File: src/rtl/axil_pkg.sv
// -----------------------------------------------------------------------------
// axil_pkg
// Shared types for the AXI4-Lite register file slice: bus response codes,
// write/read FSM state encodings and the default register count.
// -----------------------------------------------------------------------------
package axil_pkg;

   typedef enum logic [1:0] {
      OKAY   = 2'b00,
      SLVERR = 2'b10
   } resp_t;

   typedef enum logic {
      W_IDLE,
      W_RESP
   } wr_state_t;

   typedef enum logic {
      R_IDLE,
      R_DATA
   } rd_state_t;

   localparam int DEFAULT_NUM_REGS = 16;

endpackage

File: src/rtl/axil_regfile_if.sv
// -----------------------------------------------------------------------------
// axil_regfile_if
// AXI4-Lite signal bundle. The master modport drives addresses, write data and
// response readies; the slave modport drives readies, responses and read data.
//   AW: awaddr, awvalid, awready        W: wdata, wstrb, wvalid, wready
//   B : bresp, bvalid, bready           AR: araddr, arvalid, arready
//   R : rdata, rresp, rvalid, rready
// -----------------------------------------------------------------------------
interface axil_regfile_if #(
   parameter int ADDR_WIDTH = 32,
   parameter int DATA_WIDTH = 32
);
   logic [ADDR_WIDTH-1:0]   awaddr;
   logic                    awvalid;
   logic                    awready;
   logic [DATA_WIDTH-1:0]   wdata;
   logic [DATA_WIDTH/8-1:0] wstrb;
   logic                    wvalid;
   logic                    wready;
   logic [1:0]              bresp;
   logic                    bvalid;
   logic                    bready;
   logic [ADDR_WIDTH-1:0]   araddr;
   logic                    arvalid;
   logic                    arready;
   logic [DATA_WIDTH-1:0]   rdata;
   logic [1:0]              rresp;
   logic                    rvalid;
   logic                    rready;

   modport master (
      output awaddr, awvalid, wdata, wstrb, wvalid, bready, araddr, arvalid, rready,
      input  awready, wready, bresp, bvalid, arready, rdata, rresp, rvalid
   );

   modport slave (
      input  awaddr, awvalid, wdata, wstrb, wvalid, bready, araddr, arvalid, rready,
      output awready, wready, bresp, bvalid, arready, rdata, rresp, rvalid
   );
endinterface

File: src/rtl/axil_regfile_mem.sv
// -----------------------------------------------------------------------------
// axil_regfile_mem
// Register array with one byte-strobed write port and one combinational read
// port. All words clear on reset.
//   clk, rst_n : clock, async active-low reset
//   we, widx, wdata, wstrb : write enable, word index, data, byte-lane strobes
//   ridx, rdata : read word index and combinational read data
// -----------------------------------------------------------------------------
module axil_regfile_mem #(
   parameter int DATA_WIDTH = 32,
   parameter int NUM_REGS   = 16,
   parameter int IDX_W      = $clog2(NUM_REGS)
) (
   input  logic                    clk,
   input  logic                    rst_n,
   input  logic                    we,
   input  logic [IDX_W-1:0]        widx,
   input  logic [DATA_WIDTH-1:0]   wdata,
   input  logic [DATA_WIDTH/8-1:0] wstrb,
   input  logic [IDX_W-1:0]        ridx,
   output logic [DATA_WIDTH-1:0]   rdata
);
   localparam int BYTES = DATA_WIDTH / 8;

   logic [DATA_WIDTH-1:0] regs [NUM_REGS];

   always_ff @(posedge clk or negedge rst_n) begin
      if (!rst_n) begin
         for (int i = 0; i < NUM_REGS; i++) regs[i] <= '0;
      end else if (we) begin
         for (int b = 0; b < BYTES; b++)
            if (wstrb[b]) regs[widx][b*8 +: 8] <= wdata[b*8 +: 8];
      end
   end

   // Read sees the value before any write landing on the same edge.
   assign rdata = regs[ridx];

endmodule

File: src/rtl/axil_regfile.sv
// -----------------------------------------------------------------------------
// axil_regfile
// AXI4-Lite slave holding NUM_REGS data-width registers. Independent write and
// read FSMs; out-of-range accesses answer SLVERR (reads return zero data).
//   clk   : rising-edge clock
//   rst_n : asynchronous active-low reset
//   bus   : AXI4-Lite slave side (AW, W, B, AR, R channels)
// -----------------------------------------------------------------------------
module axil_regfile
   import axil_pkg::*;
#(
   parameter int ADDR_WIDTH = 32,
   parameter int DATA_WIDTH = 32,
   parameter int NUM_REGS   = DEFAULT_NUM_REGS
) (
   input  logic           clk,
   input  logic           rst_n,
   axil_regfile_if.slave  bus
);
   localparam int BYTES = DATA_WIDTH / 8;
   localparam int OFF_W = $clog2(BYTES);
   localparam int IDX_W = $clog2(NUM_REGS);
   localparam logic [ADDR_WIDTH-1:0] LIMIT = ADDR_WIDTH'(NUM_REGS * BYTES);

   // Full-width compare so that upper address bits never alias onto registers.
   function automatic logic in_range(input logic [ADDR_WIDTH-1:0] a);
      return a < LIMIT;
   endfunction

   function automatic logic [IDX_W-1:0] word_idx(input logic [ADDR_WIDTH-1:0] a);
      return IDX_W'(a >> OFF_W);
   endfunction

   wr_state_t wr_state, wr_next;
   rd_state_t rd_state, rd_next;

   // Holds readies low during reset and goes high on the first edge after it.
   logic live;

   logic                  aw_held, w_held;
   logic [ADDR_WIDTH-1:0] aw_addr_q;
   logic [DATA_WIDTH-1:0] w_data_q;
   logic [BYTES-1:0]      w_strb_q;
   resp_t                 bresp_q, rresp_q;
   logic [DATA_WIDTH-1:0] rdata_q;

   logic                  aw_hs, w_hs, ar_hs, commit, mem_we;
   logic [ADDR_WIDTH-1:0] wr_addr;
   logic [DATA_WIDTH-1:0] wr_data, mem_rdata;
   logic [BYTES-1:0]      wr_strb;

   always_ff @(posedge clk or negedge rst_n) begin
      if (!rst_n) live <= 1'b0;
      else        live <= 1'b1;
   end

   assign bus.awready = live && (wr_state == W_IDLE) && !aw_held;
   assign bus.wready  = live && (wr_state == W_IDLE) && !w_held;
   assign bus.arready = live && (rd_state == R_IDLE);

   assign aw_hs = bus.awvalid && bus.awready;
   assign w_hs  = bus.wvalid  && bus.wready;
   assign ar_hs = bus.arvalid && bus.arready;

   // A channel handshaking this cycle bypasses its holding register.
   assign wr_addr = aw_hs ? bus.awaddr : aw_addr_q;
   assign wr_data = w_hs  ? bus.wdata  : w_data_q;
   assign wr_strb = w_hs  ? bus.wstrb  : w_strb_q;
   assign commit  = (wr_state == W_IDLE) && (aw_held || aw_hs) && (w_held || w_hs);
   assign mem_we  = commit && in_range(wr_addr);

   axil_regfile_mem #(
      .DATA_WIDTH (DATA_WIDTH),
      .NUM_REGS   (NUM_REGS)
   ) u_mem (
      .clk   (clk),
      .rst_n (rst_n),
      .we    (mem_we),
      .widx  (word_idx(wr_addr)),
      .wdata (wr_data),
      .wstrb (wr_strb),
      .ridx  (word_idx(bus.araddr)),
      .rdata (mem_rdata)
   );

   // Write FSM
   always_ff @(posedge clk or negedge rst_n) begin
      if (!rst_n) wr_state <= W_IDLE;
      else        wr_state <= wr_next;
   end

   always_comb begin
      wr_next    = wr_state;
      bus.bvalid = 1'b0;
      case (wr_state)
         W_IDLE: if (commit) wr_next = W_RESP;
         W_RESP: begin
            bus.bvalid = 1'b1;
            if (bus.bready) wr_next = W_IDLE;
         end
         default: wr_next = W_IDLE;
      endcase
   end

   always_ff @(posedge clk or negedge rst_n) begin
      if (!rst_n) begin
         aw_held   <= 1'b0;
         w_held    <= 1'b0;
         aw_addr_q <= '0;
         w_data_q  <= '0;
         w_strb_q  <= '0;
         bresp_q   <= OKAY;
      end else if (wr_state == W_IDLE) begin
         if (aw_hs) begin
            aw_held   <= 1'b1;
            aw_addr_q <= bus.awaddr;
         end
         if (w_hs) begin
            w_held   <= 1'b1;
            w_data_q <= bus.wdata;
            w_strb_q <= bus.wstrb;
         end
         if (commit) bresp_q <= in_range(wr_addr) ? OKAY : SLVERR;
      end else if (bus.bready) begin
         aw_held <= 1'b0;
         w_held  <= 1'b0;
      end
   end

   assign bus.bresp = bresp_q;

   // Read FSM
   always_ff @(posedge clk or negedge rst_n) begin
      if (!rst_n) rd_state <= R_IDLE;
      else        rd_state <= rd_next;
   end

   always_comb begin
      rd_next    = rd_state;
      bus.rvalid = 1'b0;
      case (rd_state)
         R_IDLE: if (ar_hs) rd_next = R_DATA;
         R_DATA: begin
            bus.rvalid = 1'b1;
            if (bus.rready) rd_next = R_IDLE;
         end
         default: rd_next = R_IDLE;
      endcase
   end

   always_ff @(posedge clk or negedge rst_n) begin
      if (!rst_n) begin
         rdata_q <= '0;
         rresp_q <= OKAY;
      end else if (ar_hs) begin
         rdata_q <= in_range(bus.araddr) ? mem_rdata : '0;
         rresp_q <= in_range(bus.araddr) ? OKAY : SLVERR;
      end
   end

   assign bus.rdata = rdata_q;
   assign bus.rresp = rresp_q;

endmodule

File: src/flat_wrapper.sv
// flat-port wrapper written by rule: the top's interface ports become plain ports
module axil_regfile_flat import axil_pkg::*;
#(
   parameter int ADDR_WIDTH = 32,
   parameter int DATA_WIDTH = 32,
   parameter int NUM_REGS   = DEFAULT_NUM_REGS
)
  (clk, rst_n, bus_awaddr, bus_awvalid, bus_wdata, bus_wstrb, bus_wvalid, bus_bready, bus_araddr, bus_arvalid, bus_rready, bus_awready, bus_wready, bus_bresp, bus_bvalid, bus_arready, bus_rdata, bus_rresp, bus_rvalid);
  axil_regfile_if #(.ADDR_WIDTH(ADDR_WIDTH), .DATA_WIDTH(DATA_WIDTH)) bus_i ();
  input  logic clk;
  input  logic rst_n;
  input wire logic [$bits(bus_i.awaddr)-1:0] bus_awaddr;
  input wire logic [$bits(bus_i.awvalid)-1:0] bus_awvalid;
  input wire logic [$bits(bus_i.wdata)-1:0] bus_wdata;
  input wire logic [$bits(bus_i.wstrb)-1:0] bus_wstrb;
  input wire logic [$bits(bus_i.wvalid)-1:0] bus_wvalid;
  input wire logic [$bits(bus_i.bready)-1:0] bus_bready;
  input wire logic [$bits(bus_i.araddr)-1:0] bus_araddr;
  input wire logic [$bits(bus_i.arvalid)-1:0] bus_arvalid;
  input wire logic [$bits(bus_i.rready)-1:0] bus_rready;
  output wire logic [$bits(bus_i.awready)-1:0] bus_awready;
  output wire logic [$bits(bus_i.wready)-1:0] bus_wready;
  output wire logic [$bits(bus_i.bresp)-1:0] bus_bresp;
  output wire logic [$bits(bus_i.bvalid)-1:0] bus_bvalid;
  output wire logic [$bits(bus_i.arready)-1:0] bus_arready;
  output wire logic [$bits(bus_i.rdata)-1:0] bus_rdata;
  output wire logic [$bits(bus_i.rresp)-1:0] bus_rresp;
  output wire logic [$bits(bus_i.rvalid)-1:0] bus_rvalid;
  assign bus_i.awaddr = bus_awaddr;
  assign bus_i.awvalid = bus_awvalid;
  assign bus_i.wdata = bus_wdata;
  assign bus_i.wstrb = bus_wstrb;
  assign bus_i.wvalid = bus_wvalid;
  assign bus_i.bready = bus_bready;
  assign bus_i.araddr = bus_araddr;
  assign bus_i.arvalid = bus_arvalid;
  assign bus_i.rready = bus_rready;
  assign bus_awready = bus_i.awready;
  assign bus_wready = bus_i.wready;
  assign bus_bresp = bus_i.bresp;
  assign bus_bvalid = bus_i.bvalid;
  assign bus_arready = bus_i.arready;
  assign bus_rdata = bus_i.rdata;
  assign bus_rresp = bus_i.rresp;
  assign bus_rvalid = bus_i.rvalid;
  axil_regfile #(.ADDR_WIDTH(ADDR_WIDTH), .DATA_WIDTH(DATA_WIDTH), .NUM_REGS(NUM_REGS)) u_core (.clk(clk), .rst_n(rst_n), .bus(bus_i));
endmodule
File: config.mk
export PLATFORM = sky130hd
export DESIGN_NAME = axil_regfile_flat
export DESIGN_NICKNAME = d
export VERILOG_FILES = /design/src/rtl/axil_pkg.sv /design/src/rtl/axil_regfile_if.sv /design/src/rtl/axil_regfile_mem.sv /design/src/rtl/axil_regfile.sv /design/src/flat_wrapper.sv
export SDC_FILE = /design/constraint.sdc
export NUM_CORES = 1
export LEC_CHECK = 0
export ABC_AREA = 1
export CAP_MARGIN = 0
export CORE_ASPECT_RATIO = 0.75
export CORE_UTILIZATION = 40
export CTS_CLUSTER_DIAMETER = 40
export CTS_CLUSTER_SIZE = 40
export DETAILED_ROUTE_END_ITERATION = 7
export GPL_TIMING_DRIVEN = 0
export PLACE_DENSITY = 0.66
export SYNTH_ARGS = -nofsm -noshare
export SYNTH_HDL_FRONTEND = slang
export SYNTH_HIERARCHICAL = 1
export SYNTH_SLANG_ARGS = --single-unit
File: constraint.sdc
create_clock -name clk -period 7.5 [get_ports clk]
set_input_delay 1.875 -clock clk [delete_from_list [all_inputs] [get_ports clk]]
set_output_delay 1.875 -clock clk [all_outputs]
set_load 0.01 [all_outputs]
==> metrics.cfg <==
[sta]
fin_crit_ns=4.93
hold_slack_ns=0.477
setup_viol=0
tns_ns=0
fmax_mhz=203
hold_viol=0
finalClockSkew_ns=0.0335
rsz0062_at_grt=no
setup_slack_ns=2.57
report.final.slew_viol_count=0
worstMarginPinSlew_ns=1.30
slew_headroom_pct=13.3
period_share_pct=65.8

[setup_path]
worst-setup-path-type=input pin to flop
worstPathMaxFanout=10
crit_required_ns=7.96
worst_ep_arrival_time_ns=5.39
startpoint_type=input pin
cp-end-kind=flop

[yosys]
ys.flop_type=dfrtp_1
syn_area_per_cell_sq_um=7.73
synth.largest_area_cell=dfrtp_1
synth_commonest_cells=nand2_1 (1456), dfrtp_1 (617), o21ai_0 (514)
synth_cells=3861
synthArstFlopShare_pct=100
synth-seq-cells=617
ys_warn_count=6
synth_cell_types=29
post-synth-top-count-cell=nand2_1
syn_area_sq_mm=0.0298
synth_edf_count=0
synth_area_leaders=dfrtp_1 (52%), nand2_1 (18%), o21ai_0 (8.6%)
seq_area_frac_synth_pct=51.7
synth_top_area_share_pct=51.7

[floorplan]
start_util_pct=40.5
row_count=86
die_y_um=239
io_pins=148
core-area_sq_mm=0.0736
die_x_um=317
die_area_sq_mm=0.0757

[cts]
clk-insertion-delay-late_ns=0.64
cts_buffer_depth=3
post-cts-setup-buffer-count=0
clkSinkCount=617
cts_root_buffer=clkbuf_16
cts-resized-gates=0
clk_pin_slew_worst_paths_ns=0.06
cts_hold_buf=0
cts_buffers=70
cts_tree=yes
cts.htree.levels=3

[detailed_routing]
dr_wl_met2_um=40400
detail_route.first_pass.iterations=6
wl_met3_um=11400
vias=27200
drc=0
ant_nets=0
wl_um=101000
wl_per_cell_um=19.7
via_per_inst=5.32
top_layer_used=met4
dr.first_iter.drc_count=3545
wl_met1_um=46100

[placement]
routabilityCongestion=0.947
io_buffers=139
pre_cts_ws_ns=2.11
place_inst=4975
dpl.hpwl_um=74500

[min_path]
hp-class=flop to flop

[layout]
layout.nets=4186
layout.area.seq_sq_mm=0.0154
fill_cells=7403
area_growth_pct=17.7
multi_input_area_sq_mm=0.0113
stdcell_count=5105
final_util_pct=47.7
drive_gt1_share_pct=8.85

[global_route]
antenna_found_initial=0
grt_pass1_wl_um=152000
grt_pass1_vias=24900
grt_start_max_net_pins=121
overflow=0
grt_usage_pct=26.5

[flow_run]
cap_violations=0

[power_and_ir_drop]
p_per_area_mw_per_mm2=259
p_leak_nw=16.7
peakVddDrop_v=0.000195

[status]
status=complete, no violations

[critical path, stage by stage]
cell and delay [ns]:
clkdlybuf4s50_1 0.58, clkbuf_1 0.40, nand4_1 0.18, nand2_1 0.16, inv_1 0.07, nor2_1 0.10
nand2_1 0.08, nor2_1 0.11, nand2_1 0.07, nor2_1 0.49, nand2_1 0.15, inv_1 0.24
buf_4 0.23, nand2_1 0.25, buf_6 0.28, nand2_1 0.05, o21ai_0 0.07
[where the power goes]
part / internal, mW / leakage [nW] / total, mW / switching [mW]
sequential: 3.52 / 8.45 / 3.59 / 0.0726
combinational: 0.473 / 7.09 / 1.79 / 1.32
clock: 2.13 / 1.21 / 3.72 / 1.59
[metal layers]
layer / up-vias / track usage [%]
met5: - / 0
met4: 0 / 7.81
met3: 180 / 5.81
met2: 1262 / 36.9
met1: 13200 / 40.5
li1: 12500 / -
[metrics by stage]
stage / total power, mW / area [sq um]
2_1_floorplan: 4.62 / 29800
3_3_place_gp: 5.38 / 32400
3_5_place_dp: 5.40 / 32600
4_1_cts: 9.12 / 35100
5_1_grt: 9.45 / 35100
6_report: 9.10 / 35100
[final timing paths]
check | slack [ns] | to | cells past startpoint | from
max in group asynchronous | 4.57 | u_core/u_mem/regs[488] | 4 | rst_n
worst max register to register | 3.82 | u_core/u_mem/regs[350] | 16 | u_core/live
min in group asynchronous | 1.19 | u_core/w_data_q[24] | 1 | rst_n
worst max-delay path | 2.57 | u_core/u_mem/regs[350] | 17 | bus_awvalid
worst min-delay path | 0.48 | u_core/aw_addr_q[5] | 2 | u_core/aw_addr_q[5]
worst min register to register | 0.48 | u_core/aw_addr_q[5] | 2 | u_core/aw_addr_q[5]
[placed cells by master (no fill, tap or decap), types with 25 or more instances in the layout]
master / n
nor2_1: 36
o21ai_0: 514
clkbuf_1: 65
mux2_2: 72
nand2_1: 1456
clkdlybuf4s50_1: 138
buf_2: 95
dfrtp_1: 617
inv_1: 496
clkbuf_16: 71
buf_6: 32
nand3_1: 390
buf_1: 25
[registers in the layout (all words and copies together) (netlist names)]
name	count
u_core/u_mem/regs	512
u_core/bus.rdata	32
u_core/w_data_q	32
u_core/aw_addr_q	30
u_core/w_strb_q	4
u_core/aw_held	1
u_core/bus.bresp	1
u_core/bus.rresp	1
u_core/live	1
u_core/rd_state	1
u_core/w_held	1
u_core/wr_state	1
[cell families after synthesis]
group / Yosys count / synth area share [%]
buf+inv: 732 / 10.6
mux: 72 / 2.72
other cells: 2 / 0.0252
flops: 617 / 51.7
compound gates: 517 / 8.68
simple gates: 1921 / 26.3
[layout make-up]
cell class | instances | share of cell area, %
buffer | 227 | 3.59
sequential | 617 | 44.0
timing repair buffer | 145 | 4.45
antenna | 1 | 0.00713
clock buffer | 78 | 5.25
inverter | 505 | 5.40
multi-input combinational | 2513 | 32.0
clock inverter | 51 | 1.86
tap | 968 | 3.45
Note: power is estimated with default switching activity, not from simulation.
